$ cat config.mk
export PLATFORM = sky130hd
export DESIGN_NAME = sipo_deser_flat
export DESIGN_NICKNAME = d
export VERILOG_FILES = /design/src/rtl/sipo_deser_if.sv /design/src/rtl/sipo_deser.sv /design/src/flat_wrapper.sv
export SDC_FILE = /design/constraint.sdc
export NUM_CORES = 1
export LEC_CHECK = 0
export ABC_AREA = 1
export CORE_MARGIN = 1.5
export CORE_UTILIZATION = 30
export CTS_BUF_LIST = sky130_fd_sc_hd__clkbuf_16
export DETAILED_ROUTE_END_ITERATION = 10
export PLACE_DENSITY_LB_ADDON = 0.3
export SLEW_MARGIN = 30
export SYNTH_ARGS = -nofsm -noshare
export SYNTH_HDL_FRONTEND = slang
export SYNTH_SLANG_ARGS = --single-unit
$ cat constraint.sdc
create_clock -name clk -period 1.44 [get_ports clk]
set_input_delay 0.36 -clock clk [delete_from_list [all_inputs] [get_ports clk]]
set_output_delay 0.36 -clock clk [all_outputs]
set_load 0.01 [all_outputs]
$ cat src/rtl/sipo_deser_if.sv
// Word-side and serial-side signal bundle for sipo_deser.
// The slave modport is the deserialiser; master is the source/consumer side.
interface sipo_deser_if #(
  parameter int WIDTH = 8
);
  localparam int CW = $clog2(WIDTH + 1);

  logic             din;
  logic             din_valid;
  logic [WIDTH-1:0] dout;
  logic             dout_valid;
  logic             dout_ready;
  logic [CW-1:0]    bit_cnt;
  logic             overrun;
  logic             parity_err;

  modport master (
    output din, din_valid, dout_ready,
    input  dout, dout_valid, bit_cnt, overrun, parity_err
  );

  modport slave (
    input  din, din_valid, dout_ready,
    output dout, dout_valid, bit_cnt, overrun, parity_err
  );
endinterface

$ cat src/rtl/sipo_deser.sv
// Serial-in parallel-out deserialiser with valid/ready word output and sticky overrun.
// Define SIPO_DESER_PARITY_EN to expect a trailing even-parity bit after each word.
module sipo_deser #(
  parameter int WIDTH     = 8,
  parameter int MSB_FIRST = 1
) (
  input logic         clk,
  input logic         clear,
  sipo_deser_if.slave bus
);
  localparam int CW = $clog2(WIDTH + 1);
`ifdef SIPO_DESER_PARITY_EN
  localparam int LAST = WIDTH;
`else
  localparam int LAST = WIDTH - 1;
`endif

  logic [WIDTH-1:0] r_sreg;
  logic [WIDTH-1:0] r_dout;
  logic [CW-1:0]    r_cnt;
  logic             r_valid;
  logic             r_ovr;

  logic [WIDTH-1:0] w_shift;
  logic [WIDTH-1:0] w_word;
  logic             w_done;
  logic             w_data_bit;

  assign w_shift = (MSB_FIRST != 0) ? {r_sreg[WIDTH-2:0], bus.din}
                                    : {bus.din, r_sreg[WIDTH-1:1]};
  assign w_done  = bus.din_valid && (r_cnt == CW'(LAST));

`ifdef SIPO_DESER_PARITY_EN
  // The parity bit completes the word but never enters the shift register.
  assign w_data_bit = (r_cnt != CW'(WIDTH));
  assign w_word     = r_sreg;
`else
  assign w_data_bit = 1'b1;
  assign w_word     = w_shift;
`endif

  always_ff @(posedge clk) begin
    if (clear) begin
      r_sreg  <= '0;
      r_cnt   <= '0;
      r_dout  <= '0;
      r_valid <= 1'b0;
      r_ovr   <= 1'b0;
    end else begin
      if (bus.din_valid) begin
        if (w_data_bit) r_sreg <= w_shift;
        r_cnt <= w_done ? '0 : r_cnt + CW'(1);
      end
      // A completion wins over a same-edge handshake: the new word stays valid.
      if (w_done) begin
        r_dout  <= w_word;
        r_valid <= 1'b1;
        if (r_valid && !bus.dout_ready) r_ovr <= 1'b1;
      end else if (r_valid && bus.dout_ready) begin
        r_valid <= 1'b0;
      end
    end
  end

`ifdef SIPO_DESER_PARITY_EN
  logic r_perr;

  always_ff @(posedge clk) begin
    if (clear) r_perr <= 1'b0;
    else if (w_done) r_perr <= (^r_sreg) ^ bus.din;
  end

  assign bus.parity_err = r_perr;
`else
  assign bus.parity_err = 1'b0;
`endif

  assign bus.dout       = r_dout;
  assign bus.dout_valid = r_valid;
  assign bus.bit_cnt    = r_cnt;
  assign bus.overrun    = r_ovr;
endmodule

$ cat src/flat_wrapper.sv
// flat-port wrapper written by rule: the top's interface ports become plain ports
module sipo_deser_flat 
#(
  parameter int WIDTH     = 8,
  parameter int MSB_FIRST = 1
)
  (clk, clear, bus_din, bus_din_valid, bus_dout_ready, bus_dout, bus_dout_valid, bus_bit_cnt, bus_overrun, bus_parity_err);
  sipo_deser_if #(.WIDTH(WIDTH)) bus_i ();
  input logic clk;
  input logic clear;
  input wire logic [$bits(bus_i.din)-1:0] bus_din;
  input wire logic [$bits(bus_i.din_valid)-1:0] bus_din_valid;
  input wire logic [$bits(bus_i.dout_ready)-1:0] bus_dout_ready;
  output wire logic [$bits(bus_i.dout)-1:0] bus_dout;
  output wire logic [$bits(bus_i.dout_valid)-1:0] bus_dout_valid;
  output wire logic [$bits(bus_i.bit_cnt)-1:0] bus_bit_cnt;
  output wire logic [$bits(bus_i.overrun)-1:0] bus_overrun;
  output wire logic [$bits(bus_i.parity_err)-1:0] bus_parity_err;
  assign bus_i.din = bus_din;
  assign bus_i.din_valid = bus_din_valid;
  assign bus_i.dout_ready = bus_dout_ready;
  assign bus_dout = bus_i.dout;
  assign bus_dout_valid = bus_i.dout_valid;
  assign bus_bit_cnt = bus_i.bit_cnt;
  assign bus_overrun = bus_i.overrun;
  assign bus_parity_err = bus_i.parity_err;
  sipo_deser #(.WIDTH(WIDTH), .MSB_FIRST(MSB_FIRST)) u_core (.clk(clk), .clear(clear), .bus(bus_i));
endmodule
==> flow_summary.yaml, run 1 <==
status:
  outcome: "finished clean"
clocking:
  clk_pin_slew_ns: 0.05
  clockBufferDepth: 2
  cts-htree-levels: 1
  cts_buffers: 3
  hold_buffers: 0
  tritoncts: "yes"
  post_cts_buffers: 0
  cts-root-buf: "clkbuf_16"
  clock_sinks: 21
  cts_resized: 14
  clk_latency_ns: 0.25
critical_path:
  worstPathRequired_ns: 1.58
  crit_arrival_ns: 1.42
  critical-path-max-stage-delay_ns: 0.55
  r2r.worst_path.cells: 6
  r2r-end: "u_core.bus.dout[1]$_SDFFE_PP0P_"
  cp-startpoint: "bus_din_valid"
  crit_fanout: 18
  end_kind: "register"
  crit_slowest_cell: "clkdlybuf4s50_1"
  reg2reg_from: "u_core.bus.bit_cnt[0]$_SDFFE_PP0P_"
  rrSetupSlack_ns: 0.24
  cp-start-kind: "primary input"
  cp_cell_sequence: "clkdlybuf4s50_1 -> nand2_4 -> nor2_8 -> nand2_1 -> nand2_1 -> nor2_1"
  setup.worst_path.end: "u_core.bus.dout[1]$_SDFFE_PP0P_"
  crit_top_cell: "nand2_1"
  path_class: "primary input to register"
place:
  post-dp-hpwl_um: 1070
  io_buffers: 18
  gp_congestion: 0.821
  dp_cells: 162
sta:
  fin_crit_ns: 1.28
  fin_crit_sh_pct: 88.7
  setup_viol: 0
  finClkSkew_ns: 0.00248
  rsz0062_at_grt: "no"
  fmax_ghz: 0.782
  drv_slew: 0
  hold_viol: 0
synthesis:
  syn_nets: 121
  syn_area_um2: 856
  yosys.area_share.adder_pct: 1.46
  ys_types: 16
  synthMuxAreaShare_pct: 0
  synth_simple_gate_area_share_pct: 25.0
  synth.area.top_cells: "dfxtp_1, nor2_1, nand2_1"
  synth_seq_area_share_pct: 49.1
  synth_top_cell_by_area: "dfxtp_1"
  synthXorXnorAreaFrac_pct: 0
  syn_inst: 115
  synth_top_area_share_pct: 49.1
  avgSynthCellArea_um2: 7.44
  ys_ff_latch: 21
  synth_top_family_by_area: "simple AND/OR/NAND/NOR gates"
  ys_warn_count: 0
  synth-compound-area-share_pct: 12.3
layout:
  final_cell_mix: "nor2_1, nand2_1, dfxtp_1"
  final_nets: 142
  final_layout_size_suffix_gt1_share_pct: 6.67
  fin_cells: 166
  layout_commonest_cell: "nor2_1"
  antennaDiodeCount: 0
  areaGrowthSynthToFinish_pct: 30.7
die:
  die_y_um: 56.4
  num_io_pins: 20
  initial_core_util_pct: 31.3
  core_area_mm2: 0.00273
  die_width_um: 56.4
  rows: 19
  die_area_mm2: 0.00318
routing:
  first_pass_iters: 4
  drcViolationCount: 0
  ant_nets: 0
  first_iter_violations: 8
  drt_wl_total_um: 1460
  dr_total_vias: 691
  routed_via_density: 4.16
  post_drt_wl_per_cell_um: 8.80
hold_path:
  hold_path_class: "register to register"
global_routing:
  grt_antenna_before_repair: 0
  overflow: 0
  grt_max_degree: 20
  grt_pass1_vias: 621
  grt_first_pass_wirelength_um: 2520
  grtUsageTotal_pct: 10.2
power:
  power_density_mw_per_mm2: 1120
  leakagePower_nw: 0.554
  p_total_w: 0.00126
  irDropWorstVdd_uv: 570
flow_run:
  maxCapViolCount: 0
[per-layer routing]
metal,up-vias,share of wire (%),track usage [%]
met4,0,0,6.12
met3,0,2.9,2.07
met5,-,0,0
met2,12,50,17.0
met1,288,47,11.9
li1,391,-,-
[per-stage QoR]
step | TNS (ns) | instance area, um^2 | hold WS (ns) | utilization [%] | setup WS (ns)
2_1_floorplan | 0 | 856 | 0.429 | - | 0.282
3_3_place_gp | -0.727 | 1060 | 0.440 | 38.7 | -0.0898
3_5_place_dp | -1.03 | 1060 | 0.445 | 38.7 | -0.116
4_1_cts | 0 | 1120 | 0.463 | 40.9 | 0.149
5_1_grt | 0 | 1120 | 0.477 | 40.9 | 0.0683
6_report | 0 | 1120 | 0.455 | 40.9 | 0.162
[cell type report]
| class | count | area (um^2) |
|---|---|---|
| Fill cell | 281 | 1620 |
| Inverter | 16 | 60.1 |
| Clock inverter | 1 | 3.75 |
| Timing Repair Buffer | 21 | 185 |
| Multi-Input combinational cell | 73 | 335 |
| Tap cell | 31 | 38.8 |
| Sequential cell | 21 | 420 |
| Clock buffer | 3 | 75.1 |
[sequential cells by signal (all words and copies together), names as in the netlist]
signal                 count
u_core.bus.bit_cnt         4
u_core.bus.overrun         1
u_core.bus.dout            8
u_core.bus.dout_valid      1
u_core.r_sreg              7
[power breakdown]
group / switching [W] / internal [W]
registers: 0.0000113 / 0.000600
clock network: 0.000187 / 0.000369
logic: 0.0000500 / 0.0000382
[cell usage after synthesis, drive strengths merged]
cell type   n
nand2      23
nand3       2
a21oi      10
nor2       25
dfxtp      21
inv        16
buf         5
o21ai      11
ha          1
conb        1
[worst min path at each step]
stage                                          from                               to  cells after the start
floorplan                                     clear  u_core.bus.overrun$_SDFFE_PP0P_                      1
global placement    u_core.bus.overrun$_SDFFE_PP0P_  u_core.bus.overrun$_SDFFE_PP0P_                      2
detailed placement  u_core.bus.overrun$_SDFFE_PP0P_  u_core.bus.overrun$_SDFFE_PP0P_                      2
CTS                 u_core.bus.overrun$_SDFFE_PP0P_  u_core.bus.overrun$_SDFFE_PP0P_                      2
global route        u_core.bus.overrun$_SDFFE_PP0P_  u_core.bus.overrun$_SDFFE_PP0P_                      2
finish              u_core.bus.overrun$_SDFFE_PP0P_  u_core.bus.overrun$_SDFFE_PP0P_                      2
[worst max-delay path: cells and delay by family]
| family | cells | cell delay, ns |
|---|---|---|
| simple gates | 5 | 0.51 |
| buf+inv | 1 | 0.55 |
[logic make-up (layout without fill, tap and decap cells)]
logic type	after synthesis	count (layout)
compound gates	21	21
fa+ha+maj	1	1
buf+inv	21	41
flops	21	21
other cells	1	1
simple gates	50	50
Note: power is estimated with default switching activity, not from simulation.
==> run 2: changes to the inputs <==
- HOLD_SLACK_MARGIN: default -> 0.06
==> results of run 2 <==
No change in the layout: final DEF, timing and power equal those of run 1.
==> run 3: changes to the inputs <==
--- a/config.mk
+++ b/config.mk
@@ -8,5 +8,5 @@
 export ABC_AREA = 1
 export CORE_MARGIN = 1.5
-export CORE_UTILIZATION = 30
+export CORE_UTILIZATION = 35
 export CTS_BUF_LIST = sky130_fd_sc_hd__clkbuf_16
 export DETAILED_ROUTE_END_ITERATION = 10
==> constraint.sdc (replaced) <==
create_clock -name clk -period 1.44 [get_ports clk]
set_input_delay 0.36 -clock clk [delete_from_list [all_inputs] [get_ports clk]]
set_output_delay 0.36 -clock clk [all_outputs]
set_load 0.005 [all_outputs]
==> run 3 against run 2 <==
  * Critical path depth did not move
  * Fmax fell by 1.5%
  * Routed wire length rose by 3.6%
  * Global-route usage rose by 1.6 points
  * Sequential power barely moved
  * Via count rose by 4.2%
  * Sequential share of layout area fell by 0.99 points
  * Final area rose by 3.9%
  * Cell count fell by 1.8%
  * Count of clock-buffer cells in the layout did not move
  * Utilization rose by 11 points
==> flow_summary.yaml, run 3 (synthesized netlist as in run 1, its figures left out) <==
layout:
  final_nets: 142
  final_layout_size_suffix_gt1_share_pct: 10.4
  multi_input_area_um2: 335
  antennaDiodeCount: 0
  final_cell_mix: "nor2_1, nand2_1, dfxtp_1"
  layout_commonest_cell: "nor2_1"
  ff_latch_area_um2: 425
  areaGrowthSynthToFinish_pct: 35.8
  fillCellCount: 230
  largest_reg_flops: 8
power:
  intPower_w: 0.00101
  clock_power_share_pct: 44.8
  leakagePower_nw: 0.707
  p_switching_w: 0.000255
  p_total_w: 0.00127
  irDropWorstVdd_uv: 600
  power_density_mw_per_mm2: 1090
  switching_share_pct: 20.1
  power_frac_seq_pct: 48.3
  pwr-share-comb_pct: 6.9
global_routing:
  grt_max_degree: 20
  grtUsageTotal_pct: 11.7
  grt_first_pass_wirelength_um: 2390
  overflow: 0
  grt_pass1_vias: 600
  grt_antenna_before_repair: 0
routing:
  ant_nets: 0
  dr_total_vias: 720
  routed_via_density: 4.42
  first_iter_violations: 12
  drt_wl_total_um: 1510
  first_pass_iters: 4
  post_drt_wl_per_cell_um: 9.28
  drcViolationCount: 0
sta:
  hold_viol: 0
  fmax_ghz: 0.770
  drv_slew: 0
  worst_slack_ns: 0.142
  fin_crit_sh_pct: 90.1
  fin_tns_setup_ns: 0
  finClkSkew_ns: 0.00387
  setup_viol: 0
  rsz0062_at_grt: "no"
  fin_crit_ns: 1.30
clocking:
  tritoncts: "yes"
  clock_sinks: 21
  clk_pin_slew_ns: 0.06
  clk_latency_ns: 0.25
  cts-root-buf: "clkbuf_16"
  clockBufferDepth: 2
  cts-htree-levels: 1
  hold_buffers: 0
  cts_buffers: 3
status:
  outcome: "finished clean"
critical_path:
  critical_path.top_delay_family: "buffers and inverters"
  cp-startpoint: "bus_din_valid"
  crit_top_cell: "nand2_1"
  r2r-end: "u_core.bus.dout[3]$_SDFFE_PP0P_"
  cp_cell_sequence: "clkdlybuf4s50_1 -> nand2_4 -> nor2_8 -> nand2_1 -> nand2_1 -> nor2_1"
  reg2reg_from: "u_core.bus.bit_cnt[0]$_SDFFE_PP0P_"
  end_kind: "register"
  worstPathRequired_ns: 1.58
  cp-start-kind: "primary input"
  path_depth: 6
  r2r.worst_path.cells: 6
  path_class: "primary input to register"
  rrSetupSlack_ns: 0.26
  setup.worst_path.end: "u_core.bus.dout[3]$_SDFFE_PP0P_"
  critical-path-max-stage-delay_ns: 0.55
  crit_slowest_cell: "clkdlybuf4s50_1"
  crit_arrival_ns: 1.44
  critPathBufInv: 1
  crit_fanout: 18
place:
  gp_congestion: 0.684
  io_buffers: 18
  dp_worst_setup_slack_ns: -0.107
  post-dp-hpwl_um: 1050
die:
  core_area_mm2: 0.00225
  die_area_mm2: 0.00275
  die_width_um: 52.5
  num_io_pins: 20
  rows: 17
  die_y_um: 52.5
  initial_core_util_pct: 38.0
hold_path:
  hold_path_class: "register to register"
  min_from: "u_core.bus.overrun$_SDFFE_PP0P_"
flow_run:
  maxCapViolCount: 0
run 3: tightest hold or removal path: cells and delay by family (launching register included):
kind | cells | cell delay, ns
flip-flops | 1 | 0.30
buffers and inverters | 1 | 0.04
AO/OA/AOI/OAI | 1 | 0.05
run 3: final cells by class:
type / count / share of cell area, %
clock inverter: 1 / 0.431
sequential: 21 / 36.6
timing repair buffer: 21 / 19.5
tap: 28 / 3.01
clock buffer: 3 / 6.46
inverter: 16 / 5.17
multi-input combinational: 73 / 28.8
run 3: what timing repair did:
item,4_1_cts,5_1_grt
setup endpoints to repair,4,11
gates resized for setup,7,11
cloned,0,0
setup buffers,1,0
run 3: per-stage QoR:
stage               instance area (um^2)  utilization (%)  hold WS [ns]  cells
floorplan                            856                -         0.429    115
finish                              1160             51.6         0.445    163
global placement                    1050             46.4         0.439    158
CTS                                 1130             50.3         0.454    163
global route                        1160             51.6         0.478    163
detailed placement                  1050             46.4         0.445    158
run 3: worst min path at each step:
stage	to	slack (ns)	cells after the start
2_1_floorplan	u_core.bus.overrun$_SDFFE_PP0P_	0.43	1
3_3_place_gp	u_core.bus.overrun$_SDFFE_PP0P_	0.44	2
3_5_place_dp	u_core.bus.overrun$_SDFFE_PP0P_	0.45	2
4_1_cts	u_core.bus.overrun$_SDFFE_PP0P_	0.45	2
5_1_grt	u_core.bus.overrun$_SDFFE_PP0P_	0.48	2
6_report	u_core.bus.overrun$_SDFFE_PP0P_	0.44	2
run 3: per-layer routing:
metal / vias to the layer above / global-route usage (%) / routed length (um)
li1: 389 / - / -
met1: 318 / 14.8 / 723
met2: 13 / 18.3 / 734
met3: 0 / 3.43 / 54
met4: 0 / 5.13 / 0
met5: - / 0 / 0
run 3: power by group through the flow:
stage,registers [W],logic [W],clock network [W]
floorplan,0.000622,0.0000582,0
global placement,0.000623,0.0000860,0
detailed placement,0.000624,0.0000886,0
CTS,0.000611,0.0000883,0.000588
global route,0.000614,0.0000997,0.000604
finish,0.000611,0.0000876,0.000567
